`src/rtl/switch_traffic_stats.sv`:
```
// Per-port accepted/dropped/delivered packet-copy counters plus a global in-flight count,
// with sticky saturation/underflow flags and a one-cycle registered read port.
module switch_traffic_stats #(
    parameter int unsigned NUM_PORTS  = 4,
    parameter int unsigned CNT_WIDTH  = 16,
    parameter int unsigned PEND_WIDTH = 18,
    localparam int unsigned PORT_W    = (NUM_PORTS > 1) ? $clog2(NUM_PORTS) : 1
) (
    input  logic                           clk,
    input  logic                           rst_n,
    input  logic [NUM_PORTS-1:0]           valid_in,
    input  logic [NUM_PORTS*NUM_PORTS-1:0] target_in,
    input  logic [NUM_PORTS-1:0]           fifo_full,
    input  logic [NUM_PORTS-1:0]           valid_out,
    input  logic                           clr,
    input  logic                           rd_en,
    input  logic [PORT_W-1:0]              rd_port,
    input  logic [1:0]                     rd_sel,
    output logic                           rd_valid,
    output logic [PEND_WIDTH-1:0]          rd_data,
    output logic [NUM_PORTS-1:0]           sat_flag,
    output logic                           underflow
);

    localparam int unsigned CW = $clog2(NUM_PORTS + 1);
    localparam int unsigned SW = $clog2(NUM_PORTS * NUM_PORTS + 1);
    localparam int unsigned XW = CNT_WIDTH + CW;
    localparam int unsigned EW = PEND_WIDTH + SW + 1;
    localparam logic [CNT_WIDTH-1:0]  CNT_MAX  = {CNT_WIDTH{1'b1}};
    localparam logic [PEND_WIDTH-1:0] PEND_MAX = {PEND_WIDTH{1'b1}};

    logic [CNT_WIDTH-1:0]  acc_q  [NUM_PORTS];
    logic [CNT_WIDTH-1:0]  acc_d  [NUM_PORTS];
    logic [CNT_WIDTH-1:0]  drop_q [NUM_PORTS];
    logic [CNT_WIDTH-1:0]  drop_d [NUM_PORTS];
    logic [CNT_WIDTH-1:0]  dlv_q  [NUM_PORTS];
    logic [CNT_WIDTH-1:0]  dlv_d  [NUM_PORTS];
    logic [PEND_WIDTH-1:0] pend_q, pend_d;
    logic [NUM_PORTS-1:0]  sat_q, sat_d;
    logic                  under_q, under_d;
    logic                  rd_valid_q;
    logic [PEND_WIDTH-1:0] rd_data_q, rd_mux;
    logic [SW-1:0]         add_sum, sub_sum;
    logic [EW-1:0]         pend_ext, pend_sub;

    // Returns {hit_max, saturated_sum}.
    function automatic logic [CNT_WIDTH:0] sat_add(input logic [CNT_WIDTH-1:0] cnt,
                                                   input logic [CW-1:0]        inc);
        logic [XW-1:0] sum;
        sum = XW'(cnt) + XW'(inc);
        if (sum >= XW'(CNT_MAX)) begin
            return {1'b1, CNT_MAX};
        end
        return {1'b0, sum[CNT_WIDTH-1:0]};
    endfunction

    always_comb begin : next_state
        logic [CW-1:0]      copies;
        logic [CNT_WIDTH:0] r;
        acc_d    = acc_q;
        drop_d   = drop_q;
        dlv_d    = dlv_q;
        sat_d    = sat_q;
        under_d  = under_q;
        add_sum  = '0;
        sub_sum  = '0;
        copies   = '0;
        r        = '0;
        for (int p = 0; p < int'(NUM_PORTS); p++) begin
            copies = '0;
            for (int b = 0; b < int'(NUM_PORTS); b++) begin
                copies = copies + CW'(target_in[p*int'(NUM_PORTS) + b]);
            end
            if (valid_in[p] && !fifo_full[p]) begin
                r        = sat_add(acc_q[p], copies);
                acc_d[p] = r[CNT_WIDTH-1:0];
                sat_d[p] = sat_d[p] | r[CNT_WIDTH];
                add_sum  = add_sum + SW'(copies);
            end
            if (valid_in[p] && fifo_full[p]) begin
                r         = sat_add(drop_q[p], copies);
                drop_d[p] = r[CNT_WIDTH-1:0];
                sat_d[p]  = sat_d[p] | r[CNT_WIDTH];
            end
            if (valid_out[p]) begin
                r        = sat_add(dlv_q[p], CW'(1));
                dlv_d[p] = r[CNT_WIDTH-1:0];
                sat_d[p] = sat_d[p] | r[CNT_WIDTH];
                sub_sum  = sub_sum + SW'(1);
            end
        end
        // Net in-flight change is applied once, so clamping sees the whole cycle's traffic.
        pend_ext = EW'(pend_q) + EW'(add_sum);
        pend_sub = '0;
        if (pend_ext < EW'(sub_sum)) begin
            pend_d  = '0;
            under_d = 1'b1;
        end else begin
            pend_sub = pend_ext - EW'(sub_sum);
            if (pend_sub > EW'(PEND_MAX)) begin
                pend_d = PEND_MAX;
            end else begin
                pend_d = pend_sub[PEND_WIDTH-1:0];
            end
        end
    end

    always_comb begin : read_mux
        rd_mux = '0;
        if (rd_sel == 2'd3) begin
            rd_mux = pend_q;
        end else begin
            for (int p = 0; p < int'(NUM_PORTS); p++) begin
                if (rd_port == PORT_W'(p)) begin
                    case (rd_sel)
                        2'd0:    rd_mux = PEND_WIDTH'(acc_q[p]);
                        2'd1:    rd_mux = PEND_WIDTH'(drop_q[p]);
                        2'd2:    rd_mux = PEND_WIDTH'(dlv_q[p]);
                        default: rd_mux = '0;
                    endcase
                end
            end
        end
    end

    always_ff @(posedge clk) begin : counters
        if (!rst_n || clr) begin
            for (int p = 0; p < int'(NUM_PORTS); p++) begin
                acc_q[p]  <= '0;
                drop_q[p] <= '0;
                dlv_q[p]  <= '0;
            end
            pend_q  <= '0;
            sat_q   <= '0;
            under_q <= 1'b0;
        end else begin
            acc_q   <= acc_d;
            drop_q  <= drop_d;
            dlv_q   <= dlv_d;
            pend_q  <= pend_d;
            sat_q   <= sat_d;
            under_q <= under_d;
        end
    end

    // Read path ignores clr so a read issued alongside clr returns pre-clear state.
    always_ff @(posedge clk) begin : read_pipe
        if (!rst_n) begin
            rd_valid_q <= 1'b0;
            rd_data_q  <= '0;
        end else begin
            rd_valid_q <= rd_en;
            if (rd_en) begin
                rd_data_q <= rd_mux;
            end
        end
    end

    assign rd_valid  = rd_valid_q;
    assign rd_data   = rd_data_q;
    assign sat_flag  = sat_q;
    assign underflow = under_q;

endmodule

```
`config.mk`:
```
export PLATFORM = sky130hd
export DESIGN_NAME = switch_traffic_stats
export DESIGN_NICKNAME = d
export VERILOG_FILES = /design/src/rtl/switch_traffic_stats.sv
export SDC_FILE = /design/constraint.sdc
export NUM_CORES = 1
export LEC_CHECK = 0
export BUFFER_PORTS_ARGS = -buffer_cell sky130_fd_sc_hd__buf_2
export CAP_MARGIN = 40
export CORE_MARGIN = 2
export CORE_UTILIZATION = 33
export CTS_BUF_LIST = sky130_fd_sc_hd__clkbuf_2 sky130_fd_sc_hd__clkbuf_4 sky130_fd_sc_hd__clkbuf_8
export CTS_CLUSTER_DIAMETER = 150
export DETAILED_ROUTE_END_ITERATION = 12
export PLACE_DENSITY_LB_ADDON = 0.25
export SYNTH_ARGS = -nofsm -noshare
export SYNTH_HDL_FRONTEND = slang
export SYNTH_SLANG_ARGS = --single-unit
```
`constraint.sdc`:
```
create_clock -name clk -period 18.2 [get_ports clk]
set_input_delay 0.91 -clock clk [delete_from_list [all_inputs] [get_ports clk]]
set_output_delay 0.91 -clock clk [all_outputs]
set_load 0.01 [all_outputs]
```
Word level (Yosys, flattened, before mapping):

Index checks and enable logic that the tools add are counted.
W data, S select, Z words.

* bits in registers: 234
* input port bits: 36
* memories: 0
* ROM bits: 0
* word-level logic and storage cells: 188
* latch bits: 0
* output and inout bits: 24
* RAM bits: 0

* multipliers: 0
* bitwise operators: 12
* shift-type cells: 0
* $lt $le $gt $ge: 14
* add/sub/neg operators: 32
* reductions and logical operators: 17
* multiplexer cells: 90
* div/mod/pow operators: 0
* equal/unequal tests: 6

Operator list (number)
* $mux W17: 36
* $ge A17 B16 Y1 const B: 12
* $pmux W16 S3: 4
* $add A16 B3 Y17: 8
* $mux W18: 5
* $add A16 B1 Y17 const B: 4
* $mux W1: 37
* $mux W5: 6
* $gt A24 B18 Y1 const B: 1
* $sub A19 B5 Y20: 1
* $add A18 B5 Y19: 1
* $lt A19 B5 Y1: 1
* $mux W16: 1
* $add A5 B1 Y5 const B: 3
* $add A5 B3 Y5: 3
* $add A2 B1 Y3: 4
* $add A3 B1 Y3: 4
* $or A1 B1 Y1: 12
* $add A1 B1 Y2: 4
* $eq A2 B2 Y1 const B: 4
* $logic_and A1 B1 Y1: 8
* $logic_not A1 Y1: 5
* $eq A2 B1 Y1 const B: 2
* $logic_not A2 Y1: 2
* other kinds (3): 3

Longest topological paths before layout:

* depth after elaboration: 15
* mapped depth: 33
* depth with buffers taken out: 30

Least setup slack after synthesis:

No wires, ideal clock.

* path kind: input port to flip-flop
* from: input port target_in[4]
* to: register pend_q[10]
* data required time: 18068 ps
* library setup time: 132 ps
* path buffers: 2
* arrival: 6845 ps
* stages: 26
* setup slack: 11223 ps
* cells stage by stage: inv_1 -> fa_1 -> inv_1 -> ha_1 -> ha_1 -> fa_1 -> a21oi_1 -> fa_1 -> mux2i_1 -> ha_1 -> a21o_1 -> a21oi_1 -> nor2_1 -> xnor2_1 -> xnor2_1 -> ha_1 -> xnor2_1 -> ha_1 -> a21o_1 -> nor3_1 -> nand4_1 -> nand2b_1 -> buf_2 -> a41oi_2 -> buf_2 -> a21oi_1

* longest elaborated chain between the ends: 13
* elaborated cells between the ends (all ways): 15
* classes of those cells: add/sub: 8; order compare: 2; mux: 4; reduce/logical: 1

Ends and longest elaborated chain
* start: declaration: RTL line 12 `input logic [NUM_PORTS*NUM_PORTS-1:0] target_in,`
* $add A1 B1 Y2 *: RTL line 72 `copies = copies + CW'(target_in[p*int'(NUM_PORTS) + b]);`
* $add A2 B1 Y3 *: RTL line 72
* $add A3 B1 Y3 *: RTL line 72
* $add A5 B3 Y5 *: RTL line 78 `add_sum = add_sum + SW'(copies);`
* $mux W5 *: RTL line 74 `if (valid_in[p] && !fifo_full[p]) begin`
* $add A5 B3 Y5: RTL line 78
* $mux W5 *: RTL line 74
* $add A5 B3 Y5: RTL line 78
* $mux W5 *: RTL line 74
* $add A18 B5 Y19 *: RTL line 93 `pend_ext = EW'(pend_q) + EW'(add_sum);`
* $sub A19 B5 Y20: RTL line 99 `pend_sub = pend_ext - EW'(sub_sum);`
* $gt A24 B18 Y1: RTL line 100 `if (pend_sub > EW'(PEND_MAX)) begin`
* $mux W18: RTL line 100
* end signal: assignment: RTL line 140 `pend_q <= pend_d;`
* end: declaration: RTL line 38 `logic [PEND_WIDTH-1:0] pend_q, pend_d;`

Every way passes the cells marked *; elsewhere a longest branch is shown, timed or not.
A chain may end at the register's enable or synchronous reset.

Worst setup path in the final report:

* from: input port target_in[4]
* to: register pend_q[5]

Same word-level chain as after synthesis.

==> impl_summary.md <==
Global routing
The final global-route overflow total is 0. The first global-routing pass estimated 85100 um of wire. For this run, the total global-route usage over all layers was measured as 0.207.

Entering global routing, the biggest net connects between 70 and 80 pins. The number of global-route vias before repair was between 10k and 15k. The number of antenna violations at the first check in global routing came to 0.

Clock tree
The number of levels the H-tree was split into is 2. The clock root buffer is clkbuf_8. In this run, CTS created clock tree buffers numbering between 40 and 50. The clock net in this run drives a total of between 200 and 250 sinks.

TritonCTS built the clock tree. The number of instances resized during post-cts repair is 0. For this design, the CTS-stage hold fixing added 0 buffers. Post-CTS timing repair inserted 0 buffers for setup.

Clock-pin slew was measured on the worst setup and hold paths at about 60 ps. For the worst-skew pair, the clock arrives at the later sink with an insertion delay of roughly 630 ps. The maximum clock insertion buffer count is 3.

Synth
Yosys attributes the largest share of cell area to dfxtp_1 (28%), a21oi_1 (6.6%), ha_1 (4.6%). The number of nets in the synthesized netlist is approximately 2.3k. The proportion of synthesized flip-flops having asynchronous set or reset is 0.

The mean post-synth cell area is ~7.6 um^2. For this run, the number of Yosys warnings is 0. Among all flip-flop cells after synthesis, the most frequent one is dfxtp_1. The area share of the largest cell type after synthesis is 0.284. The largest area contributor in the netlist is dfxtp_1.

The gate count of the mapped netlist is about 2.2k. The area of the mapped netlist is roughly 16000 um^2. The share of the Yosys chip area taken by registers is 0.284. Yosys mapped a number of flops with a built-in enable equal to 0. Counting flops and latches in the post-synthesis netlist gives between 200 and 250. The count of different cell masters after synthesis is 80.

Placement
Prior to clock tree synthesis, the placed netlist has a worst setup slack of 10190 ps. The number of port buffers is 59. The global placement routability congestion is roughly 0.95.

The wire-length estimate of the detail-placed layout is a little under 40000 um. Summing all placed instances gives a cell area of approximately 17000 um^2.

Status
The flow ran to the end, and the final reports show no timing, DRC or antenna violations.

Cells and area
The area growth from synthesis to layout is 10.4%. Of the cells placed in the final design, the portion with a size suffix greater than 1 is 0.0893. The finished cells cover approximately 18000 um^2. The final net count is 2251.

Pwr
IR analysis of the VDD net gives a maximum drop of between 0.04 and 0.05 mV. The leakage power summed over all cells is ~0.0065 uW. The power density over the cells is 81.9 nW/um^2.

Setup path
STA puts the critical path data arrival time at 7810 ps. The largest driver fanout on the critical path is 18. The data required time of the worst path is roughly 19000 ps. STA classifies the critical path startpoint as an input pin. The critical path class is input pin to flop. The beginning of the worst register-to-register path is pend_q[0]$_SDFF_PP0_. Tracing the worst setup path back leads to its startpoint at target_in[4].

The type of destination of the critical path is a flop.

Floorplanning
The effective utilization at floorplan is 0.335. The die is between 200 and 250 um wide. The cell row count is 81. In this run the vertical extent of the chip is around 230 um.

The area enclosed by the die boundary is between 50000 and 60000 um^2. For this design the top-level I/O count stands at 60. The core footprint is 49200 um^2.

Flow run
The max-cap violation count is 0.

STA
The actual transition at the worst max-transition pin is ~920 ps. After routing, the total negative slack on setup checks comes to 0 ps. The max-slew violation count is 0. The final setup violation count is 0. Setup repair after global routing left no endpoint under its margin. The time the worst path needs with I/O delays and setup is 7370 ps. Of the available clock period, the critical path in the final layout requires 0.405.

Setup slack closes at approximately 11000 ps. On the final layout, the worst clock skew is between 20 and 30 ps. The number of failing hold endpoints at the final stage was 0.

The peak clock frequency supported by timing is 0.136 GHz. The worst relative slew slack is 0.378.

Drt
The number of remaining DRC errors is 0. The final wirelength is approximately 54000 um. The number of nets with antenna violations after detailed routing is 0. The number of DRC markers in iteration 0 is between 1k and 1.5k. The first detailed-routing pass ran for 5 iterations. The post-detailed-route wirelength per cell is 19.2 um. In the routed layout, each cell is associated on average with a via count of roughly 5.7. The detailed router placed 16.3k vias in this run.

Worst hold path
The type of the worst min-delay path is flop to flop. The start point of the worst min-delay path is rd_data[12]$_SDFFE_PN0P_.
per-stage QoR:
step	hold slack, ps	power, uW	std cells	utilization
3_5_place_dp	464	871	2753	0.348
6_report	474	1490	2837	0.370
4_1_cts	478	1500	2836	0.370
3_3_place_gp	460	868	2752	0.348
2_1_floorplan	461	786	2175	-
5_1_grt	498	1560	2836	0.370
area by class of cell:
| class | instances | area (um^2) |
|---|---|---|
| clock inverters | 11 | 158 |
| fillers | 5143 | 31000 |
| repair buffers | 74 | 430 |
| multi-input cells | 1708 | 10900 |
| diodes | 1 | 2.50 |
| clock buffers | 72 | 916 |
| well taps | 664 | 831 |
| inverters | 73 | 274 |
| flip-flops and latches | 234 | 4680 |
worst max-delay path, stage by stage:
cell,delay [ps]
buf_2,70
inv_1,40
fa_1,540
inv_1,60
ha_1,180
ha_1,390
fa_1,500
a21oi_1,280
fa_1,470
mux2i_1,400
ha_1,330
a21o_1,180
a21oi_1,140
nor2_1,60
xnor2_1,220
xnor2_1,150
ha_1,310
xnor2_1,190
ha_1,300
a21o_1,210
nor3_1,370
nand4_1,300
nand2b_1,350
a41oi_2,700
a21oi_1,150
logic make-up (layout without fill, tap and decap cells):
| group | after synthesis | after routing | synth area share |
|---|---|---|---|
| adder cells (fa/ha/maj) | 78 | 78 | 0.0670 |
| buffers and inverters | 233 | 230 | 0.0559 |
| multiplexers | 62 | 62 | 0.0378 |
| AND/OR/NAND/NOR | 778 | 778 | 0.237 |
| other | 1 | 2 | 0.000228 |
| XOR/XNOR | 78 | 78 | 0.0415 |
| AO/OA/AOI/OAI | 711 | 711 | 0.276 |
| flip-flops | 234 | 234 | 0.284 |
synth_stat cells, types with 36 or more instances:
master,count
a31oi_1,63
a21oi_1,218
nand3_1,85
o21ai_0,145
nor2_1,186
nor3_1,59
nand4_1,36
mux2i_1,60
clkbuf_1,127
ha_1,61
nand2_1,182
a311oi_1,44
and3_1,52
xnor2_1,47
inv_1,71
dfxtp_1,234
a211oi_1,40
worst paths after layout:
path | slack, ps | depth (start not counted) | to
worst min-delay path | 470 | 1 | rd_data[12]$_SDFFE_PN0P_
worst min register to register | 470 | 1 | rd_data[12]$_SDFFE_PN0P_
worst max register to register | 14100 | 12 | pend_q[5]$_SDFF_PP0_
worst max-delay path | 10830 | 25 | pend_q[5]$_SDFF_PP0_
cells in the final DEF, fill, tap and decap left out, types with 24 or more instances in the layout:
| cell | count |
|---|---|
| a211oi_1 | 40 |
| a31oi_1 | 63 |
| a311oi_1 | 44 |
| nor2_1 | 185 |
| ha_1 | 61 |
| xor2_1 | 31 |
| nor2b_1 | 25 |
| o21ai_0 | 145 |
| nand2b_1 | 30 |
| dfxtp_1 | 234 |
| nand3_1 | 85 |
| nand4_1 | 36 |
| nand2_1 | 182 |
| a21o_1 | 26 |
| buf_2 | 58 |
| and3_1 | 52 |
| mux2i_1 | 60 |
| nor3_1 | 59 |
| o22ai_1 | 24 |
| and2_1 | 30 |
| clkbuf_8 | 60 |
| inv_1 | 71 |
| a21oi_1 | 218 |
| o211ai_1 | 30 |
| xnor2_1 | 47 |
routing by layer:
metal | up-vias | share of wire | track usage | wire [um]
met5 | - | 0 | 0 | 0
met1 | 7745 | 0.47 | 0.294 | 25500
met2 | 522 | 0.44 | 0.317 | 24000
li1 | 7946 | - | - | -
met4 | 0 | 0.025 | 0.0639 | 1390
met3 | 88 | 0.064 | 0.0373 | 3480
flip-flops by register name, summed over array words and instances (netlist names):
register	cells
sat_flag	4
drop_q	64
underflow	1
rd_valid	1
rd_data	18
acc_q	64
pend_q	18
dlv_q	64
power breakdown:
part	internal, uW	switching [uW]	total [uW]
Combinational	120	193	314
Sequential	529	21.9	551
Clock	376	249	625
Total	1030	465	1490
Note: power is estimated with default switching activity, not from simulation.
